**config.mk**
```make
export PLATFORM = sky130hd
export DESIGN_NAME = cnn_ot_streamer_flat
export DESIGN_NICKNAME = d
export VERILOG_FILES = /design/src/rtl/cnn_ot_streamer_if.sv /design/src/rtl/cnn_ot_streamer.sv /design/src/flat_wrapper.sv
export SDC_FILE = /design/constraint.sdc
export NUM_CORES = 1
export LEC_CHECK = 0
export CELL_PAD_IN_SITES_DETAIL_PLACEMENT = 1
export CELL_PAD_IN_SITES_GLOBAL_PLACEMENT = 2
export CORE_MARGIN = 8
export CORE_UTILIZATION = 33
export CTS_BUF_LIST = sky130_fd_sc_hd__clkbuf_16
export DETAILED_ROUTE_END_ITERATION = 12
export HOLD_SLACK_MARGIN = 0.06
export PLACE_DENSITY_LB_ADDON = 0.05
export SYNTH_ARGS = -nofsm -noshare
export SYNTH_HDL_FRONTEND = slang
export SYNTH_SLANG_ARGS = --single-unit
```
**constraint.sdc**
```tcl
create_clock -name clk -period 2.76 [get_ports clk]
set_input_delay 0.552 -clock clk [delete_from_list [all_inputs] [get_ports clk]]
set_output_delay 0.552 -clock clk [all_outputs]
set_load 0.01 [all_outputs]
```
**src/rtl/cnn_ot_streamer_if.sv**
```systemverilog
// Element stream from cnn_ot_streamer to a narrow consumer: one DATA_LEN element per valid/ready transfer.
// The master side (the streamer) drives the element and its tags, and the slave side returns i_ready.
interface cnn_ot_streamer_if #(
  parameter int DATA_LEN = 8,
  parameter int IN_W     = 1,
  parameter int OCH_W    = 1
);
  logic                o_valid;
  logic                i_ready;
  logic [DATA_LEN-1:0] o_data;
  logic                o_first;
  logic                o_last;
  logic [IN_W-1:0]     o_idx_in;
  logic [OCH_W-1:0]    o_idx_och;

  modport master (
    output o_valid, o_data, o_first, o_last, o_idx_in, o_idx_och,
    input  i_ready
  );

  modport slave (
    input  o_valid, o_data, o_first, o_last, o_idx_in, o_idx_och,
    output i_ready
  );
endinterface

```
**src/rtl/cnn_ot_streamer.sv**
```systemverilog
// Captures the full cnn_topCore result bus on a strobe and streams it out one element per handshake in (in, och, oy, ox) order.
// Defining CNN_OT_STREAM_DBL_BUF_EN adds a holding register, so one frame can wait while another is streaming.
module cnn_ot_streamer #(
  parameter int IN       = 1,
  parameter int OCH      = 2,
  parameter int OX       = 2,
  parameter int OY       = 2,
  parameter int DATA_LEN = 8
) (
  input  logic                             clk,
  input  logic                             reset,
  input  logic                             i_soft_reset,
  input  logic                             i_in_valid,
  input  logic [IN*OCH*OX*OY*DATA_LEN-1:0] i_in_fmap,
  cnn_ot_streamer_if.master                m_st,
  output logic                             o_busy,
  output logic                             o_overflow
);
  localparam int TOTAL = IN*OCH*OY*OX;
  localparam int FW    = TOTAL*DATA_LEN;
  localparam int XW    = (OX  > 1) ? $clog2(OX)  : 1;
  localparam int YW    = (OY  > 1) ? $clog2(OY)  : 1;
  localparam int CW    = (OCH > 1) ? $clog2(OCH) : 1;
  localparam int NW    = (IN  > 1) ? $clog2(IN)  : 1;
  localparam logic [XW-1:0] OX_MAX  = XW'(OX-1);
  localparam logic [YW-1:0] OY_MAX  = YW'(OY-1);
  localparam logic [CW-1:0] OCH_MAX = CW'(OCH-1);
  localparam logic [NW-1:0] IN_MAX  = NW'(IN-1);

  typedef enum logic {S_IDLE, S_STREAM} state_t;

  state_t          r_state, w_next_state;
  logic [FW-1:0]   r_cap;
  logic [XW-1:0]   r_ox;
  logic [YW-1:0]   r_oy;
  logic [CW-1:0]   r_och;
  logic [NW-1:0]   r_in;
  logic            r_overflow;

  logic            w_stream, w_hs, w_at_last, w_last_hs;
  logic            w_reload, w_load, w_drop, w_hold_occ;
  logic            w_valid, w_busy;
  logic [FW-1:0]   w_load_dat;

  assign w_stream  = (r_state == S_STREAM);
  assign w_hs      = w_stream && m_st.i_ready;
  assign w_at_last = (r_ox == OX_MAX) && (r_oy == OY_MAX) && (r_och == OCH_MAX) && (r_in == IN_MAX);
  assign w_last_hs = w_hs && w_at_last;
  assign w_load    = (!w_stream && i_in_valid) || (w_last_hs && w_reload);

`ifdef CNN_OT_STREAM_DBL_BUF_EN
  logic [FW-1:0] r_hold;
  logic          r_hold_vld;

  // A waiting frame always goes ahead of a strobe that arrives on the same last-element edge.
  assign w_reload   = r_hold_vld || i_in_valid;
  assign w_load_dat = r_hold_vld ? r_hold : i_in_fmap;
  assign w_drop     = w_stream && !w_last_hs && i_in_valid && r_hold_vld;
  assign w_hold_occ = r_hold_vld;

  always_ff @(posedge clk or posedge reset) begin
    if (reset) begin
      r_hold     <= '0;
      r_hold_vld <= 1'b0;
    end else if (i_soft_reset) begin
      r_hold     <= '0;
      r_hold_vld <= 1'b0;
    end else if (w_last_hs) begin
      if (r_hold_vld) begin
        r_hold_vld <= i_in_valid;
        if (i_in_valid) r_hold <= i_in_fmap;
      end
    end else if (w_stream && i_in_valid && !r_hold_vld) begin
      r_hold     <= i_in_fmap;
      r_hold_vld <= 1'b1;
    end
  end
`else
  assign w_reload   = i_in_valid;
  assign w_load_dat = i_in_fmap;
  assign w_drop     = w_stream && !w_last_hs && i_in_valid;
  assign w_hold_occ = 1'b0;
`endif

  always_comb begin
    w_next_state = r_state;
    w_valid      = 1'b0;
    w_busy       = w_hold_occ;
    case (r_state)
      S_IDLE: begin
        if (i_in_valid) w_next_state = S_STREAM;
      end
      S_STREAM: begin
        w_valid = 1'b1;
        w_busy  = 1'b1;
        if (w_last_hs && !w_reload) w_next_state = S_IDLE;
      end
      default: w_next_state = S_IDLE;
    endcase
  end

  always_ff @(posedge clk or posedge reset) begin
    if (reset) begin
      r_state    <= S_IDLE;
      r_cap      <= '0;
      r_ox       <= '0;
      r_oy       <= '0;
      r_och      <= '0;
      r_in       <= '0;
      r_overflow <= 1'b0;
    end else if (i_soft_reset) begin
      r_state    <= S_IDLE;
      r_cap      <= '0;
      r_ox       <= '0;
      r_oy       <= '0;
      r_och      <= '0;
      r_in       <= '0;
      r_overflow <= 1'b0;
    end else begin
      r_state <= w_next_state;
      if (w_drop) r_overflow <= 1'b1;
      if (w_load) begin
        r_cap <= w_load_dat;
        r_ox  <= '0;
        r_oy  <= '0;
        r_och <= '0;
        r_in  <= '0;
      end else if (w_hs) begin
        // The frame shifts down so the current element always sits in the low bits.
        r_cap <= r_cap >> DATA_LEN;
        if (r_ox == OX_MAX) begin
          r_ox <= '0;
          if (r_oy == OY_MAX) begin
            r_oy <= '0;
            if (r_och == OCH_MAX) begin
              r_och <= '0;
              r_in  <= (r_in == IN_MAX) ? '0 : r_in + 1'b1;
            end else begin
              r_och <= r_och + 1'b1;
            end
          end else begin
            r_oy <= r_oy + 1'b1;
          end
        end else begin
          r_ox <= r_ox + 1'b1;
        end
      end
    end
  end

  assign m_st.o_valid   = w_valid;
  assign m_st.o_data    = r_cap[DATA_LEN-1:0];
  assign m_st.o_first   = w_stream && (r_ox == '0) && (r_oy == '0);
  assign m_st.o_last    = w_stream && w_at_last;
  assign m_st.o_idx_in  = r_in;
  assign m_st.o_idx_och = r_och;
  assign o_busy         = w_busy;
  assign o_overflow     = r_overflow;
endmodule

```
**src/flat_wrapper.sv**
```systemverilog
// flat-port wrapper written by rule: the top's interface ports become plain ports
module cnn_ot_streamer_flat 
#(
  parameter int IN       = 1,
  parameter int OCH      = 2,
  parameter int OX       = 2,
  parameter int OY       = 2,
  parameter int DATA_LEN = 8
)
  (clk, reset, i_soft_reset, i_in_valid, i_in_fmap, o_busy, o_overflow, m_st_o_valid, m_st_o_data, m_st_o_first, m_st_o_last, m_st_o_idx_in, m_st_o_idx_och, m_st_i_ready);
  cnn_ot_streamer_if #(.DATA_LEN(DATA_LEN), .IN_W(1), .OCH_W(1)) m_st_i ();
  input  logic clk;
  input  logic reset;
  input  logic i_soft_reset;
  input  logic i_in_valid;
  input  logic [IN*OCH*OX*OY*DATA_LEN-1:0] i_in_fmap;
  output logic o_busy;
  output logic o_overflow;
  output wire logic [$bits(m_st_i.o_valid)-1:0] m_st_o_valid;
  output wire logic [$bits(m_st_i.o_data)-1:0] m_st_o_data;
  output wire logic [$bits(m_st_i.o_first)-1:0] m_st_o_first;
  output wire logic [$bits(m_st_i.o_last)-1:0] m_st_o_last;
  output wire logic [$bits(m_st_i.o_idx_in)-1:0] m_st_o_idx_in;
  output wire logic [$bits(m_st_i.o_idx_och)-1:0] m_st_o_idx_och;
  input wire logic [$bits(m_st_i.i_ready)-1:0] m_st_i_ready;
  assign m_st_o_valid = m_st_i.o_valid;
  assign m_st_o_data = m_st_i.o_data;
  assign m_st_o_first = m_st_i.o_first;
  assign m_st_o_last = m_st_i.o_last;
  assign m_st_o_idx_in = m_st_i.o_idx_in;
  assign m_st_o_idx_och = m_st_i.o_idx_och;
  assign m_st_i.i_ready = m_st_i_ready;
  cnn_ot_streamer #(.IN(IN), .OCH(OCH), .OX(OX), .OY(OY), .DATA_LEN(DATA_LEN)) u_core (.clk(clk), .reset(reset), .i_soft_reset(i_soft_reset), .i_in_valid(i_in_valid), .i_in_fmap(i_in_fmap), .m_st(m_st_i), .o_busy(o_busy), .o_overflow(o_overflow));
endmodule
```
==> run metrics <==
met1 capacity usage during global routing=19.1%; die height=124 um; synthesized area per cell=11.9 sq um; Clk Latency, worst-skew pair=0.32 ns; met2 GRT Util=24.9%; mux share of post-synthesis cell area=14.7%; Max rail drop VDD=0.213 mV; post-synthesis instance area=0.00382 sq mm; final wirelength=11.1 mm; Worst Setup End Kind=output pin; Area growth, synth to finish=31.0%; post-cts hold buffer count=0; average routed wire per standard cell=21.0 um; NumNets Final=450; clock tree from TritonCTS=built; antenna diode count=0; synthesized-area fraction occupied by and/or/nand/nor cells=1.67%; core area=0.0114 sq mm; worst hold path startpoint=u_core.r_cap[57]; Worst Max-Slew Pin Slew=0.704 ns; critical path startpoint category=register; share of flip-flops with an asynchronous set or reset after synthesis=100%; clk root buf=sky130_fd_sc_hd__clkbuf_16; via/cell ratio=5.43; layer carrying the most global-route usage=met2; Sink Count=69; post-synthesis sequential element count=69; CP delay by family, top=buffers and inverters; clock network power share=40.6%; Switching Fraction=25.9%; Multi-input gate area=0.00182 sq mm; Power Density=543 mW/mm^2; top flip-flop cell by instance count after synthesis=sky130_fd_sc_hd__dfrtp_1; Critical Path Max Stage Delay=0.64 ns; global-route usage over all layers=15.2%; number of buffers on the longest clock path=2; Port Buf Inserts=82; placed cell areas=0.00472 sq mm; Post-Syn Nets=389; post-cts resize count=0; worst-case clock skew=0.00549 ns; largest net degree at the start of global routing=37; Clock transition at path regs=0.06 ns; Flop pwr share=42.2%; buffering stage count on the worst path with inverters included=2; share of post-route cells with drive strength above 1=20.2%; met3 track demand over resource in global routing=3.35%; number of filler instances in the final layout=1242; overflow left after global routing=0; number of global-route vias before repair=3199; number of standard-cell rows in the floorplan=39; overall via count from detail_route=2870; Synth area leader=sky130_fd_sc_hd__dfrtp_1; area fraction of the dominant cell type after synthesis=45.2%; Hold Violations, Final=0; slowest stage cell, crit path=sky130_fd_sc_hd__dfrtp_2; min cycle time layout=2.34 ns; htree depth=3; max-cap check violation count=0; launching element of the worst setup path=u_core.r_state; share of the yosys chip area belonging to registers=45.2%; number of synthesized flops with an enable pin=0; # DRC=0; share of total power in combinational logic=17.2%; effective utilization at floorplan=33.6%; Final WS setup=0.423 ns; Worst Path Required=2.21 ns; slack of the worst reg-to-reg path=0.94 ns; total non-filler cell area in the finished layout=0.00501 sq mm; GP Congestion=0.710; number of optimization iterations in the first detailed-route pass=4; remaining antenna violation count after routing=0; CTS buffer count=9; complex-gate fraction of the synthesized area=30.3%; number of instances in the synthesized netlist=320; fin crit share=84.7%; worst min-delay path category=reg -> reg; cell with the most instances after synthesis=sky130_fd_sc_hd__a211oi_1; cell leakage power=2.21 nW; largest driver fanout on the critical path=19; placed wire-length estimate=7.83 mm; number of pins exceeding their max-slew limit in the final report=0; sequential standard cell area=0.00173 sq mm; dominant combinational cell family by area after synthesis=compound AO/OA/AOI/OAI gates; cells along the critical path=inv_1 -> nor3_1 -> clkdlybuf4s50_1; minimum setup slack after placement=0.263 ns; number of setup buffers added after CTS=0; status=finished, final reports clean; Starting DRT DRC Count=109; remaining max-slew budget at the tightest pin=53.0%; internal power summed over all cells=0.00201 W; Yosys warnings=0; Data arrival, critical path=1.78 ns; Synth top cells by count=sky130_fd_sc_hd__a211oi_1 (72), sky130_fd_sc_hd__dfrtp_1 (69), sky130_fd_sc_hd__mux2i_1 (56), sky130_fd_sc_hd__a211oi_2 (41), sky130_fd_sc_hd__clkbuf_1 (22); setup tns final=0 ns; Crit Path Category=reg -> out; final number of setup-violating endpoints=0; die outline area=0.0153 sq mm; post-synthesis cell type count=24; first-pass GRT wire length=17.9 mm; num ports=84; cells taking the most area after synthesis=sky130_fd_sc_hd__dfrtp_1 (45%), sky130_fd_sc_hd__mux2i_1 (15%), sky130_fd_sc_hd__a211oi_1 (14%); parity-gate share of the synthesized area counting xor and xnor cells=0.687%; antenna violations before repair=0; arithmetic-cell share of the synthesized area counting full adders, half adders and majority gates=0%; Crit Reg-Reg Startpoint=u_core.r_state; Die Span X=124 um; net switching component of the power=0.000704 W; unrepaired setup endpoints after global routing=no; Achievable Freq=0.428 GHz
-- power by group through the flow --
stage	Clock, W	Sequential, W	Combinational [W]
after floorplan	0	0.00113	0.000304
after global placement	0	0.00116	0.000470
after detailed placement	0	0.00117	0.000476
after CTS	0.00113	0.00115	0.000478
after global routing	0.00117	0.00116	0.000511
final	0.00110	0.00115	0.000469
-- registers in the layout, indices dropped and copies added, names as in the netlist --
| signal | cells |
|---|---|
| u_core.r_cap | 64 |
| u_core.m_st.o_idx_och | 1 |
| u_core.o_overflow | 1 |
| u_core.r_ox | 1 |
| u_core.r_oy | 1 |
| u_core.r_state | 1 |
-- area by class of cell --
| cell class | count | area share (%) |
|---|---|---|
| tap | 143 | 3.57 |
| sequential | 69 | 34.5 |
| multi-input combinational | 198 | 36.4 |
| clock buffer | 9 | 4.50 |
| inverter | 4 | 0.300 |
| timing repair buffer | 99 | 19.6 |
| clock inverter | 7 | 1.17 |
-- placed cells by master, fill, tap and decap left out, drive strengths merged --
cell / instances
a22o: 8
clkinvlp: 1
a21o: 1
nand4: 2
bufinv: 1
a21oi: 2
clkinv: 3
mux2i: 56
a31oi: 1
o211a: 1
buf: 18
conb: 1
clkdlybuf4s50: 81
nand3: 2
clkbuf: 9
nand2: 1
nor2: 3
dfrtp: 69
inv: 6
a211oi: 113
xor2: 3
nor3: 4
-- worst paths after layout --
| check | end | cells after the start |
|---|---|---|
| max in group asynchronous | u_core.r_cap[35] | 3 |
| worst min-delay path | u_core.r_cap[57] | 1 |
| worst max register to register | u_core.r_cap[12] | 4 |
| worst max-delay path | m_st_o_first | 3 |
| worst min register to register | u_core.r_cap[57] | 1 |
| min in group asynchronous | u_core.r_cap[6] | 2 |
-- cell families (layout without fill, tap and decap cells) --
kind of cell    Yosys count  in the layout
flops                    69             69
other cells               1              1
mux                      56             56
buf+inv                  53            119
simple gates             12             12
xor+xnor                  3              3
compound gates          126            126
-- routing by layer --
metal  vias up  routed length [um]
met3        10                 584
met1      1426                4920
met2        66                5420
li1       1368                   -
met5         -                   0
met4         0                 183
-- metrics by stage --
stage / instances / power, W / hold WS (ns) / utilization [%]
floorplan: 320 / 0.00144 / 0.472 / -
global placement: 513 / 0.00164 / 0.495 / 41.5
detailed placement: 513 / 0.00164 / 0.498 / 41.5
CTS: 529 / 0.00276 / 0.511 / 44.0
global route: 529 / 0.00284 / 0.539 / 44.0
finish: 529 / 0.00272 / 0.504 / 44.0
No activity file was read; power rests on OpenSTA's default activity.
